===== src/rtl/adc_seq_pkg.sv =====
// ============================================================================
// Module      : adc_seq_pkg
// Description : Shared state encoding, data width and timer sizing for the
//               ADC sample sequencer.
// Revision    : 1.0 - initial release
// ============================================================================
`default_nettype none

package adc_seq_pkg;

  localparam int DATA_W = 8;

  typedef enum logic [2:0] {
    S_IDLE        = 3'd0,
    S_AMP_REQ     = 3'd1,
    S_AMP_WAIT    = 3'd2,
    S_CONV_REQ    = 3'd3,
    S_CONV_WAIT   = 3'd4,
    S_PERIOD_WAIT = 3'd5
  } seq_state_e;

  // Headroom of two covers the cycle spent in PERIOD_WAIT after a late Init_Done.
  function automatic int timer_width(input int sample_period, input int done_timeout);
    int m;
    m = (sample_period > done_timeout) ? sample_period : done_timeout;
    return $clog2(m + 2);
  endfunction

endpackage

`default_nettype wire


===== src/rtl/seq_cycle_timer.sv =====
// ============================================================================
// Module      : seq_cycle_timer
// Description : Saturating up-counter with load and a terminal-reached flag.
// Revision    : 1.0 - initial release
// ============================================================================
`default_nettype none

module seq_cycle_timer #(
  parameter int WIDTH = 8
) (
  input  logic             clk,
  input  logic             rst,
  input  logic             i_load,
  input  logic [WIDTH-1:0] i_load_val,
  input  logic             i_en,
  input  logic [WIDTH-1:0] i_term,
  output logic             o_tc
);

  logic [WIDTH-1:0] r_count;

  always_ff @(posedge clk or negedge rst) begin
    if (!rst) begin
      r_count <= '0;
    end else if (i_load) begin
      r_count <= i_load_val;
    end else if (i_en && (r_count != {WIDTH{1'b1}})) begin
      r_count <= r_count + WIDTH'(1);
    end
  end

  // Greater-or-equal so an overshoot still terminates the wait.
  assign o_tc = (r_count >= i_term);

endmodule

`default_nettype wire


===== src/rtl/adc_sample_sequencer.sv =====
// ============================================================================
// Module      : adc_sample_sequencer
// Description : Sequences amplifier-gain and ADC conversion requests to an SPI
//               segment and averages 2^AVG_LOG2 samples per result.
//               Optional min/max tracking under macro ADC_SEQ_MINMAX_EN.
// Revision    : 1.0 - initial release
// ============================================================================
`default_nettype none

module adc_sample_sequencer
  import adc_seq_pkg::*;
#(
  parameter int SAMPLE_PERIOD = 5000,
  parameter int AVG_LOG2      = 3,
  parameter int DONE_TIMEOUT  = 255
) (
  input  logic              clk,
  input  logic              rst,
  input  logic              Start,
  output logic              Init,
  output logic              AMP_ADC,
  input  logic              Init_Done,
  input  logic [DATA_W-1:0] Data,
  output logic [DATA_W-1:0] Sample_Avg,
  output logic              Avg_Valid,
  output logic              Busy,
`ifdef ADC_SEQ_MINMAX_EN
  output logic              Timeout_Err,
  output logic [DATA_W-1:0] Sample_Min,
  output logic [DATA_W-1:0] Sample_Max
`else
  output logic              Timeout_Err
`endif
);

  localparam int c_tw    = timer_width(SAMPLE_PERIOD, DONE_TIMEOUT);
  localparam int c_acc_w = DATA_W + AVG_LOG2;
  localparam int c_cnt_w = AVG_LOG2 + 1;
  localparam logic [c_cnt_w-1:0] c_last        = c_cnt_w'((1 << AVG_LOG2) - 1);
  localparam logic [c_tw-1:0]    c_period_term = c_tw'(SAMPLE_PERIOD - 1);
  localparam logic [c_tw-1:0]    c_done_term   = c_tw'(DONE_TIMEOUT);
  localparam logic [c_tw-1:0]    c_load_one    = c_tw'(1);

  seq_state_e          r_state;
  seq_state_e          w_next;
  logic                r_stop_req;
  logic                w_stop;
  logic                w_load;
  logic                w_en;
  logic [c_tw-1:0]     w_term;
  logic                w_tc;
  logic                w_capture;
  logic                w_timeout;
  logic [c_acc_w-1:0]  r_acc;
  logic [c_acc_w-1:0]  w_sum;
  logic [c_cnt_w-1:0]  r_cnt;
  logic [DATA_W-1:0]   r_sample_avg;
  logic                r_avg_valid;
  logic                r_timeout_err;

  // A Start drop seen in any active state ends the run after the current transaction.
  assign w_stop = !Start || r_stop_req;

  always_ff @(posedge clk or negedge rst) begin
    if (!rst) begin
      r_state <= S_IDLE;
    end else begin
      r_state <= w_next;
    end
  end

  always_comb begin
    w_next = r_state;
    case (r_state)
      S_IDLE:        if (Start && !r_timeout_err) w_next = S_AMP_REQ;
      S_AMP_REQ:     w_next = S_AMP_WAIT;
      S_AMP_WAIT: begin
        if (Init_Done)  w_next = w_stop ? S_IDLE : S_CONV_REQ;
        else if (w_tc)  w_next = S_IDLE;
      end
      S_CONV_REQ:    w_next = S_CONV_WAIT;
      S_CONV_WAIT: begin
        if (Init_Done)  w_next = w_stop ? S_IDLE : S_PERIOD_WAIT;
        else if (w_tc)  w_next = S_IDLE;
      end
      S_PERIOD_WAIT: begin
        if (w_stop)     w_next = S_IDLE;
        else if (w_tc)  w_next = S_CONV_REQ;
      end
      default:       w_next = S_IDLE;
    endcase
  end

  always_comb begin
    Init      = (r_state == S_AMP_REQ) || (r_state == S_CONV_REQ);
    AMP_ADC   = (r_state == S_AMP_REQ) || (r_state == S_AMP_WAIT);
    Busy      = (r_state != S_IDLE);
    // The request cycle is cycle zero, so the first wait cycle reads one.
    w_load    = Init;
    w_en      = (r_state == S_AMP_WAIT) || (r_state == S_CONV_WAIT) ||
                (r_state == S_PERIOD_WAIT);
    w_term    = (r_state == S_PERIOD_WAIT) ? c_period_term : c_done_term;
    w_capture = (r_state == S_CONV_WAIT) && Init_Done && !w_stop;
    w_timeout = ((r_state == S_AMP_WAIT) || (r_state == S_CONV_WAIT)) &&
                !Init_Done && w_tc;
  end

  seq_cycle_timer #(
    .WIDTH (c_tw)
  ) u_timer (
    .clk        (clk),
    .rst        (rst),
    .i_load     (w_load),
    .i_load_val (c_load_one),
    .i_en       (w_en),
    .i_term     (w_term),
    .o_tc       (w_tc)
  );

  assign w_sum = r_acc + c_acc_w'(Data);

  always_ff @(posedge clk or negedge rst) begin
    if (!rst) begin
      r_stop_req    <= 1'b0;
      r_acc         <= '0;
      r_cnt         <= '0;
      r_sample_avg  <= '0;
      r_avg_valid   <= 1'b0;
      r_timeout_err <= 1'b0;
    end else begin
      r_avg_valid <= 1'b0;
      r_stop_req  <= (r_state == S_IDLE) ? 1'b0 : (r_stop_req || !Start);
      if (w_timeout) begin
        r_timeout_err <= 1'b1;
      end else if (!Start) begin
        r_timeout_err <= 1'b0;
      end
      // Partial sums never survive a return to IDLE.
      if (r_state == S_IDLE) begin
        r_acc <= '0;
        r_cnt <= '0;
      end else if (w_capture) begin
        if (r_cnt == c_last) begin
          r_sample_avg <= w_sum[AVG_LOG2 +: DATA_W];
          r_avg_valid  <= 1'b1;
          r_acc        <= '0;
          r_cnt        <= '0;
        end else begin
          r_acc <= w_sum;
          r_cnt <= r_cnt + c_cnt_w'(1);
        end
      end
    end
  end

  assign Sample_Avg  = r_sample_avg;
  assign Avg_Valid   = r_avg_valid;
  assign Timeout_Err = r_timeout_err;

`ifdef ADC_SEQ_MINMAX_EN
  logic              r_start_q;
  logic [DATA_W-1:0] r_min;
  logic [DATA_W-1:0] r_max;
  logic [DATA_W-1:0] w_min_base;
  logic [DATA_W-1:0] w_max_base;

  always_comb begin
    w_min_base = (Start && !r_start_q) ? {DATA_W{1'b1}} : r_min;
    w_max_base = (Start && !r_start_q) ? {DATA_W{1'b0}} : r_max;
  end

  always_ff @(posedge clk or negedge rst) begin
    if (!rst) begin
      r_start_q <= 1'b0;
      r_min     <= {DATA_W{1'b1}};
      r_max     <= {DATA_W{1'b0}};
    end else begin
      r_start_q <= Start;
      r_min     <= (w_capture && (Data < w_min_base)) ? Data : w_min_base;
      r_max     <= (w_capture && (Data > w_max_base)) ? Data : w_max_base;
    end
  end

  assign Sample_Min = r_min;
  assign Sample_Max = r_max;
`endif

endmodule

`default_nettype wire


===== config.mk =====
export PLATFORM = sky130hd
export DESIGN_NAME = adc_sample_sequencer
export DESIGN_NICKNAME = d
export VERILOG_FILES = /design/src/rtl/adc_seq_pkg.sv /design/src/rtl/seq_cycle_timer.sv /design/src/rtl/adc_sample_sequencer.sv
export SDC_FILE = /design/constraint.sdc
export NUM_CORES = 1
export LEC_CHECK = 0
export BUFFER_PORTS_ARGS = -buffer_cell sky130_fd_sc_hd__buf_2
export CAP_MARGIN = 10
export CORE_ASPECT_RATIO = 1.1
export CORE_UTILIZATION = 53
export DETAILED_ROUTE_END_ITERATION = 8
export GPL_TIMING_DRIVEN = 0
export PLACE_DENSITY = 0.84
export SYNTH_ARGS = -nofsm -noshare
export SYNTH_HDL_FRONTEND = slang
export SYNTH_SLANG_ARGS = --single-unit

===== constraint.sdc =====
create_clock -name clk -period 2.1 [get_ports clk]
set_input_delay 0.105 -clock clk [delete_from_list [all_inputs] [get_ports clk]]
set_output_delay 0.105 -clock clk [all_outputs]
set_load 0.05 [all_outputs]

Word level (Yosys, flattened, before mapping)
Cells that the tools add are included.

storage, ports and cells
  flip-flop bits (word level) = 42
  bits of input ports = 12

cells by class
  add/sub/neg operators = 3
  $lt $le $gt $ge = 1
  reductions and logical operators = 21
  equality and inequality tests = 10
  bitwise gates (word level) = 1
  multiplexer cells = 24

operators by type and width
  operator               number
  $mux 13                3
  $mux 11                3
  $mux 3                 7
  $pmux 3 s6             1
  $add 13x1->13 const B  1
  $ge 13x13->1           1
  $ne 13x13->1 const B   1
  $mux 4                 3
  $add 11x8->11          1
  $eq 3x2->1 const B     2
  $eq 3x3->1 const B     2
  $logic_and 1x1->1      6
  $mux 1                 6
  $logic_or 1x1->1       5
  $add 4x1->4 const B    1
  $eq 4x3->1 const B     1
  $logic_not 1->1        4
  $reduce_bool 2->1      2
  $eq 3x1->1 const B     1
  $logic_not 3->1        1
  $ne 3x3->1 const B     1
  $reduce_and 3->1       1
  $reduce_bool 3->1      1
  $mux 2                 1
  4 further kinds        4

Depth between registers and ports, before layout
Gate-level depths: netlist of the first run.

  depth after elaboration = 6
  depth in mapped cells = 9
  depth with buffers taken out = 8

Cells and area by module
Synthesis of the first run repeated with hierarchy kept, for this count alone.

unflattened totals
  cells, all modules = 298
  area, all modules = 2727.6 um^2

by module, submodules not included
  module                area each (um^2)  cells each  instances
  adc_sample_sequencer  1626.6            164         1
  seq_cycle_timer       1101.1            134         1

Worst setup path before layout of the first run
OpenSTA, ideal clock, no wires.

  kind = register to register
  start = reg r_state[1]
  end = reg r_state[2]
  stages on the path, launching flop included = 10
  slack = -0.133 ns
  data arrival time = 2.107 ns
  data required time = 1.974 ns
  setup time = 0.126 ns
  buffers on the path = 1
  cell sequence = dfrtp_1 -> nor2b_1 -> clkbuf_1 -> nand2_1 -> ha_1 -> nand4_1 -> or3_1 -> a31oi_1 -> nor2_1 -> a221o_1

between the ends
  longest elaborated chain between the ends = 6
  elaborated cells on any way between the ends = 15

RTL lines
  element                    RTL line                                                 text
  start, declared            adc_sample_sequencer.sv:44                               seq_state_e r_state;
  start signal, assigned     adc_sample_sequencer.sv:68                               r_state <= w_next;
  $eq 3x3->1                 adc_sample_sequencer.sv:74, adc_sample_sequencer.sv:102
  $mux 13                    adc_sample_sequencer.sv:102                              w_term = (r_state == S_PERIOD_WAIT) ? c_period_term : c_done_term;
  $ge 13x13->1               seq_cycle_timer.sv:33                                    assign o_tc = (r_count >= i_term);
  $mux 3                     --
  $mux 3 (on tied branches)  --
  $pmux 3 s6                 adc_sample_sequencer.sv:74                               case (r_state)

Parallel ways exist; a longest one is shown, timed or not.
A chain may end at the register's enable or synchronous reset.

Final worst setup path of the first run
  start = reg r_acc[0]
  end = reg r_sample_avg[3] (netlist: Sample_Avg[3])

between the ends
  longest elaborated chain between the ends = 1

RTL lines
  element                 RTL line                     text
  start, declared         adc_sample_sequencer.sv:54   logic [c_acc_w-1:0] r_acc;
  start signal, assigned  adc_sample_sequencer.sv:149  r_acc <= w_sum;
  $add 11x8->11           adc_sample_sequencer.sv:120  assign w_sum = r_acc + c_acc_w'(Data);
  end signal, assigned    adc_sample_sequencer.sv:144  r_sample_avg <= w_sum[AVG_LOG2 +: DATA_W];
  end, declared           adc_sample_sequencer.sv:57   logic [DATA_W-1:0] r_sample_avg;

No other way between the ends.

==> impl_metrics.env, run 1 <==
export IMPL_gp_congestion=0.895
export IMPL_core_area_um2=4410
export IMPL_finalSetupTns_ns=0
export IMPL_worstPathRequired_ns=2.30
export IMPL_vias=2052
export IMPL_grt_max_degree=43
export IMPL_peakVddDrop_mv=0.330
export IMPL_rows=25
export IMPL_busiest_layer="met2"
export IMPL_boundaryPins=25
export IMPL_finClkSkew_ns=0.00781
export IMPL_min_period_over_period=0.982
export IMPL_syn_inst=253
export IMPL_nFillCells=346
export IMPL_clkSlewWorstSetupHoldPaths_ns=0.09
export IMPL_dp_cells=331
export IMPL_drt_initial_drc_count=108
export IMPL_hold_slack_ns=0.0742
export IMPL_wl_per_cell_um=15.4
export IMPL_diodes=0
export IMPL_cp_num_buf_inv=0
export IMPL_grt_overflow_total=0
export IMPL_die_h_um=73.9
export IMPL_rr_startpoint="r_acc[0]"
export IMPL_viasPerCell=5.88
export IMPL_clock_sinks=42
export IMPL_cts_tree="done"
export IMPL_fp_dieArea_um2=4980
export IMPL_cap_viol_max_count=0
export IMPL_hold_path_startpoint="Start"
export IMPL_setup_violations=0
export IMPL_crit_type="reg -> reg"
export IMPL_synthFlopType="dfrtp_1"
export IMPL_route_detailed_drc=0
export IMPL_multi_input_area_um2=1450
export IMPL_worstMarginPinSlew_ns=0.933
export IMPL_drive_gt1_frac=0.247
export IMPL_start_util=0.565
export IMPL_postLayoutCellArea_um2=2960
export IMPL_regToRegSetupSlack_ns=0.04
export IMPL_yosysSeqAreaShare=0.421
export IMPL_crit_fanout=3
export IMPL_place_area_um2=2690
export IMPL_power_density_nw_per_um2=853
export IMPL_ff2ff_path_depth=7
export IMPL_ys_async_sr_fraction=1.00
export IMPL_port_buffers=24
export IMPL_r2r_end="Sample_Avg[3]"
export IMPL_die_x_um=67.4
export IMPL_synth_nets=279
export IMPL_crit_path_max_incr_delay_ns=0.42
export IMPL_yosysWarnings=0
export IMPL_p_leak_nw=1.40
export IMPL_slew_headroom=0.378
export IMPL_final_max_slew_violation_count=0
export IMPL_end_kind="flop"
export IMPL_crit_family="adder cells"
export IMPL_syn_cell_area_um2=2490
export IMPL_insertion_delay_ns=0.31
export IMPL_use_met2=0.371
export IMPL_ys_ff_latch=42
export IMPL_htree_levels=2
export IMPL_min_to="Timeout_Err"
export IMPL_cts_root_buf="clkbuf_8"
export IMPL_cpMaxStageDelayCell="dfrtp_1"
export IMPL_nets=320
export IMPL_hold_violations=0
export IMPL_grt_use_met1=0.298
export IMPL_start_kind="flop"
export IMPL_synth_edf_count=0
export IMPL_syn_mean_instance_area_um2=9.86
export IMPL_arrival_ns=2.26
export IMPL_crit_chain="ha_4, fa_2, a211oi_2, o21bai_1, a21oi_1, xnor2_1, mux2_4"
export IMPL_ant_nets=0
export IMPL_antenna_found_initial=0
export IMPL_grt_pass1_wl_mm=8.52
export IMPL_fmax_mhz=485
export IMPL_clock_path_buffers=2
export IMPL_hpwl_mm=3.51
export IMPL_gr_usage_all_layers=0.233
export IMPL_hold_depth=3
export IMPL_min_path_type="in -> reg"
export IMPL_stdcell_count=349
export IMPL_area_delta_synth_final_pct=18.8
export IMPL_numCtsBuffers=5
export IMPL_grt_met3_usage=0.0629
export IMPL_dr_pass1_iters=4
export IMPL_rsz0062_at_grt="true"
export IMPL_layout_min_cycle_time_ns=2.06
export IMPL_ys_types=55
export IMPL_status="finished clean"
export IMPL_grt_pass1_vias=1912
export IMPL_wirelength_mm=5.38
export IMPL_ff_latch_area_um2=1050
## per-layer routing
metal / vias up / part of all wire
met5: - / 0
met4: 0 / 0.017
met3: 8 / 0.047
met2: 50 / 0.48
met1: 995 / 0.46
li1: 999 / -
## metrics by stage
stage	power, mW	utilization	worst slack, ns
floorplan	1.60	-	0.00845
global placement	1.78	0.609	-0.126
detailed placement	1.80	0.609	-0.147
CTS	2.50	0.649	0.0114
global route	2.67	0.672	-0.0498
finish	2.53	0.672	0.0386
## what timing repair did
action,in CTS,in global routing
gates resized for setup,4,12
gates cloned,0,0
hold endpoints to repair,42,0
buffers inserted,6,3
endpoints found under the setup margin,4,6
hold buffers,1,0
pin swaps,2,7
## area by class of cell
type	instances	share of cell area
inverters	7	0.00887
clock inverters	2	0.0127
plain buffers	9	0.0203
well taps	54	0.0228
multi-input cells	195	0.489
repair buffers	34	0.0667
clock buffers	6	0.0245
flip-flops and latches	42	0.355
## Yosys cell counts, types with 2 or more instances
cell	number	area [µm²]
dfrtp_1	42	1050
nand2_1	23	86.3
nor2_1	22	82.6
o21ai_1	16	80.1
xnor2_1	14	123
ha_1	13	163
a21oi_1	11	55.1
nand4_1	7	43.8
nor3_1	7	35.0
a211oi_1	6	45.0
a22o_1	6	52.6
inv_1	6	22.5
a21o_1	5	37.5
nand3_1	5	25.0
o21ai_0	5	25.0
nand2b_1	4	25.0
nor2b_1	4	25.0
a31oi_1	3	18.8
buf_2	3	15.0
clkbuf_1	3	11.3
o21bai_1	3	22.5
xor2_1	3	26.3
a22oi_1	2	15.0
buf_4	2	15.0
mux2_2	2	22.5
mux2_4	2	30.0
mux2i_1	2	20.0
nor3_2	2	20.0
nor4b_2	2	30.0
o21a_1	2	15.0
or3_1	2	12.5
## power breakdown
part | internal (mW) | switching, mW
combinational | 0.331 | 0.594
sequential | 0.876 | 0.0670
clock | 0.355 | 0.303
total | 1.56 | 0.964
## tightest hold or removal path: stages
cell	delay, ns
buf_2	0.13
nand2_1	0.06
o21ai_1	0.05
## worst max path at each step
stage / from / endpoint / depth (start not counted)
6_report: r_acc[0] / Sample_Avg[3] / 7
5_1_grt: r_acc[0] / Sample_Avg[3] / 7
4_1_cts: r_state[1] / r_state[2] / 9
3_5_place_dp: r_state[0] / r_state[2] / 8
3_3_place_gp: r_state[1] / r_state[2] / 9
2_1_floorplan: r_state[1] / r_state[2] / 9
## cell usage in the layout, fill, tap and decap left out, types with 3 or more instances in the layout
master,count
o21ai_0,5
nand3_1,5
dfrtp_1,42
o21bai_1,3
nand2_1,22
nor2b_1,4
nor3_1,6
nand4_1,7
a21oi_1,11
buf_4,12
nor2_1,22
inv_1,6
buf_2,27
ha_1,9
xor2_1,3
a21o_1,5
clkbuf_8,5
nor3_2,3
ha_4,4
a22o_1,6
nand2b_1,4
a211oi_1,5
o21ai_1,16
xnor2_1,14
mux2_4,3
## state kept, by name (all words and copies together) (netlist names)
| signal | count |
|---|---|
| Avg_Valid | 1 |
| Sample_Avg | 8 |
| Timeout_Err | 1 |
| r_acc | 11 |
| r_cnt | 4 |
| r_state | 3 |
| r_stop_req | 1 |
| u_timer.r_count | 13 |
## cell families (layout without fill, tap and decap cells)
kind of cell,count (synthesis),after routing,share of synthesized area
buf+inv,16,58,0.0316
fa+ha+maj,14,14,0.0733
compound gates,68,68,0.183
flops,42,42,0.421
xor+xnor,17,17,0.0597
simple gates,90,90,0.202
mux,6,6,0.0291
No activity file was read; power rests on OpenSTA's default activity.
==> run 2, diff against run 1 <==
CTS_BUF_LIST = sky130_fd_sc_hd__clkbuf_16   (was unset)
==> impl_metrics.env, run 2 (same netlist as run 1, synthesis figures left out) <==
export IMPL_status="finished clean"
export IMPL_area_delta_synth_final_pct=21.0
export IMPL_rsz0062_at_grt="true"
export IMPL_hpwl_mm=3.51
export IMPL_fp_dieArea_um2=4980
export IMPL_peakVddDrop_mv=0.543
export IMPL_worstMarginPinSlew_ns=0.933
export IMPL_dr_pass1_iters=4
export IMPL_ant_nets=0
export IMPL_postLayoutCellArea_um2=3020
export IMPL_largest_reg_flops=13
export IMPL_final_common_cell="dfrtp_1"
export IMPL_nFillCells=328
export IMPL_rows=25
export IMPL_clock_sinks=42
export IMPL_clkSlewWorstSetupHoldPaths_ns=0.06
export IMPL_cts_root_buf="clkbuf_16"
export IMPL_min_path_type="in -> reg"
export IMPL_place_area_um2=2690
export IMPL_viasPerCell=5.88
export IMPL_drt_initial_drc_count=148
export IMPL_wl_per_cell_um=15.4
export IMPL_fmax_mhz=485
export IMPL_crit_type="reg -> reg"
export IMPL_clock_path_buffers=2
export IMPL_arrival_ns=2.23
export IMPL_boundaryPins=25
export IMPL_power_density_nw_per_um2=908
export IMPL_port_buffers=24
export IMPL_grt_max_degree=43
export IMPL_grt_overflow_total=0
export IMPL_setup_slack_ns=0.0378
export IMPL_min_period_over_period=0.982
export IMPL_gp_congestion=0.895
export IMPL_end_kind="flop"
export IMPL_start_util=0.565
export IMPL_setup_violations=0
export IMPL_route_detailed_drc=0
export IMPL_grt_pass1_wl_mm=8.63
export IMPL_top_register="u_timer.r_count"
export IMPL_nets=320
export IMPL_finClkSkew_ns=0.00341
export IMPL_grt_pass1_vias=1872
export IMPL_core_area_um2=4410
export IMPL_hold_violations=0
export IMPL_insertion_delay_ns=0.28
export IMPL_p_leak_nw=1.42
export IMPL_layout_common_cells="dfrtp_1, buf_2, nor2_1, nand2_1, o21ai_1"
export IMPL_die_x_um=67.4
export IMPL_diodes=0
export IMPL_htree_levels=2
export IMPL_vias=2052
export IMPL_die_h_um=73.9
export IMPL_final_max_slew_violation_count=0
export IMPL_gr_usage_all_layers=0.233
export IMPL_drive_gt1_frac=0.244
export IMPL_wirelength_mm=5.37
export IMPL_pre_cts_ws_ns=-0.147
export IMPL_antenna_found_initial=0
export IMPL_worstPathRequired_ns=2.26
export IMPL_layout_min_cycle_time_ns=2.06
export IMPL_start_kind="flop"
export IMPL_crit_fanout=3
export IMPL_cts_tree="done"
export IMPL_cap_viol_max_count=0
export IMPL_slew_headroom=0.378
export IMPL_numCtsBuffers=5
==> run 2: cell count changes in the layout (fill, tap and decap cells not counted), sizes merged <==
cell | previous run | this run
clkbuf | 8 | 7
inv | 7 | 8
==> run 2: cell type report <==
class	instances	area [µm²]	area share
Buffer	9	60.1	0.0199
Clock inverter	3	41.3	0.0137
Inverter	7	26.3	0.00871
Sequential cell	42	1050	0.348
Multi-Input combinational cell	195	1450	0.479
Timing Repair Buffer	34	201	0.0667
Tap cell	54	67.6	0.0224
Clock buffer	5	125	0.0415
==> run 2: path summary, 6_finish.rpt <==
check / startpoint / to / slack (ns) / cells past startpoint
max in group asynchronous: rst / u_timer.r_count[12] / 1.02 / 2
worst max register to register: r_state[1] / r_state[2] / 0.04 / 9
min in group asynchronous: rst / Sample_Avg[1] / 0.50 / 2
worst min-delay path: Start / Timeout_Err / 0.10 / 3
worst max-delay path: r_state[1] / r_state[2] / 0.04 / 9
worst min register to register: r_cnt[3] / r_cnt[3] / 0.48 / 1
==> run 2: per-stage QoR <==
stage	instances	utilization	TNS, ns	power, mW	hold WS [ns]
finish	349	0.684	0	2.74	0.101
global route	349	0.684	-0.0779	2.89	0.134
CTS	346	0.664	0	2.71	0.0970
detailed placement	331	0.609	-0.187	1.80	0.299
global placement	331	0.609	-0.128	1.78	0.294
floorplan	253	-	0	1.60	-0.191
==> run 2: per-layer routing <==
metal	track usage	vias up	routed length (µm)
li1	-	1004	-
met5	0	-	0
met1	0.316	997	2500
met4	0.0709	0	44
met3	0.0460	4	241
met2	0.378	47	2580
==> run 2: worst max-delay path, stage by stage (launching register included) <==
cell	delay, ns
dfrtp_1	0.38
nor2b_1	0.11
buf_4	0.14
nand2_4	0.08
ha_4	0.28
nand4_1	0.08
or3_1	0.33
a31oi_2	0.17
nor2_1	0.08
a221o_1	0.30
==> run 2: power breakdown <==
group	leakage, nW	switching, mW	internal, mW
clock	0.0812	0.318	0.557
combinational	0.764	0.592	0.330
sequential	0.578	0.0674	0.877
==> run 2: timing repair <==
action,in CTS,in global routing
pin swaps,1,7
gates resized for setup,4,12
setup endpoints to repair,4,9
buffers inserted,6,3
endpoints found under the hold margin,12,0
hold buffers,1,0
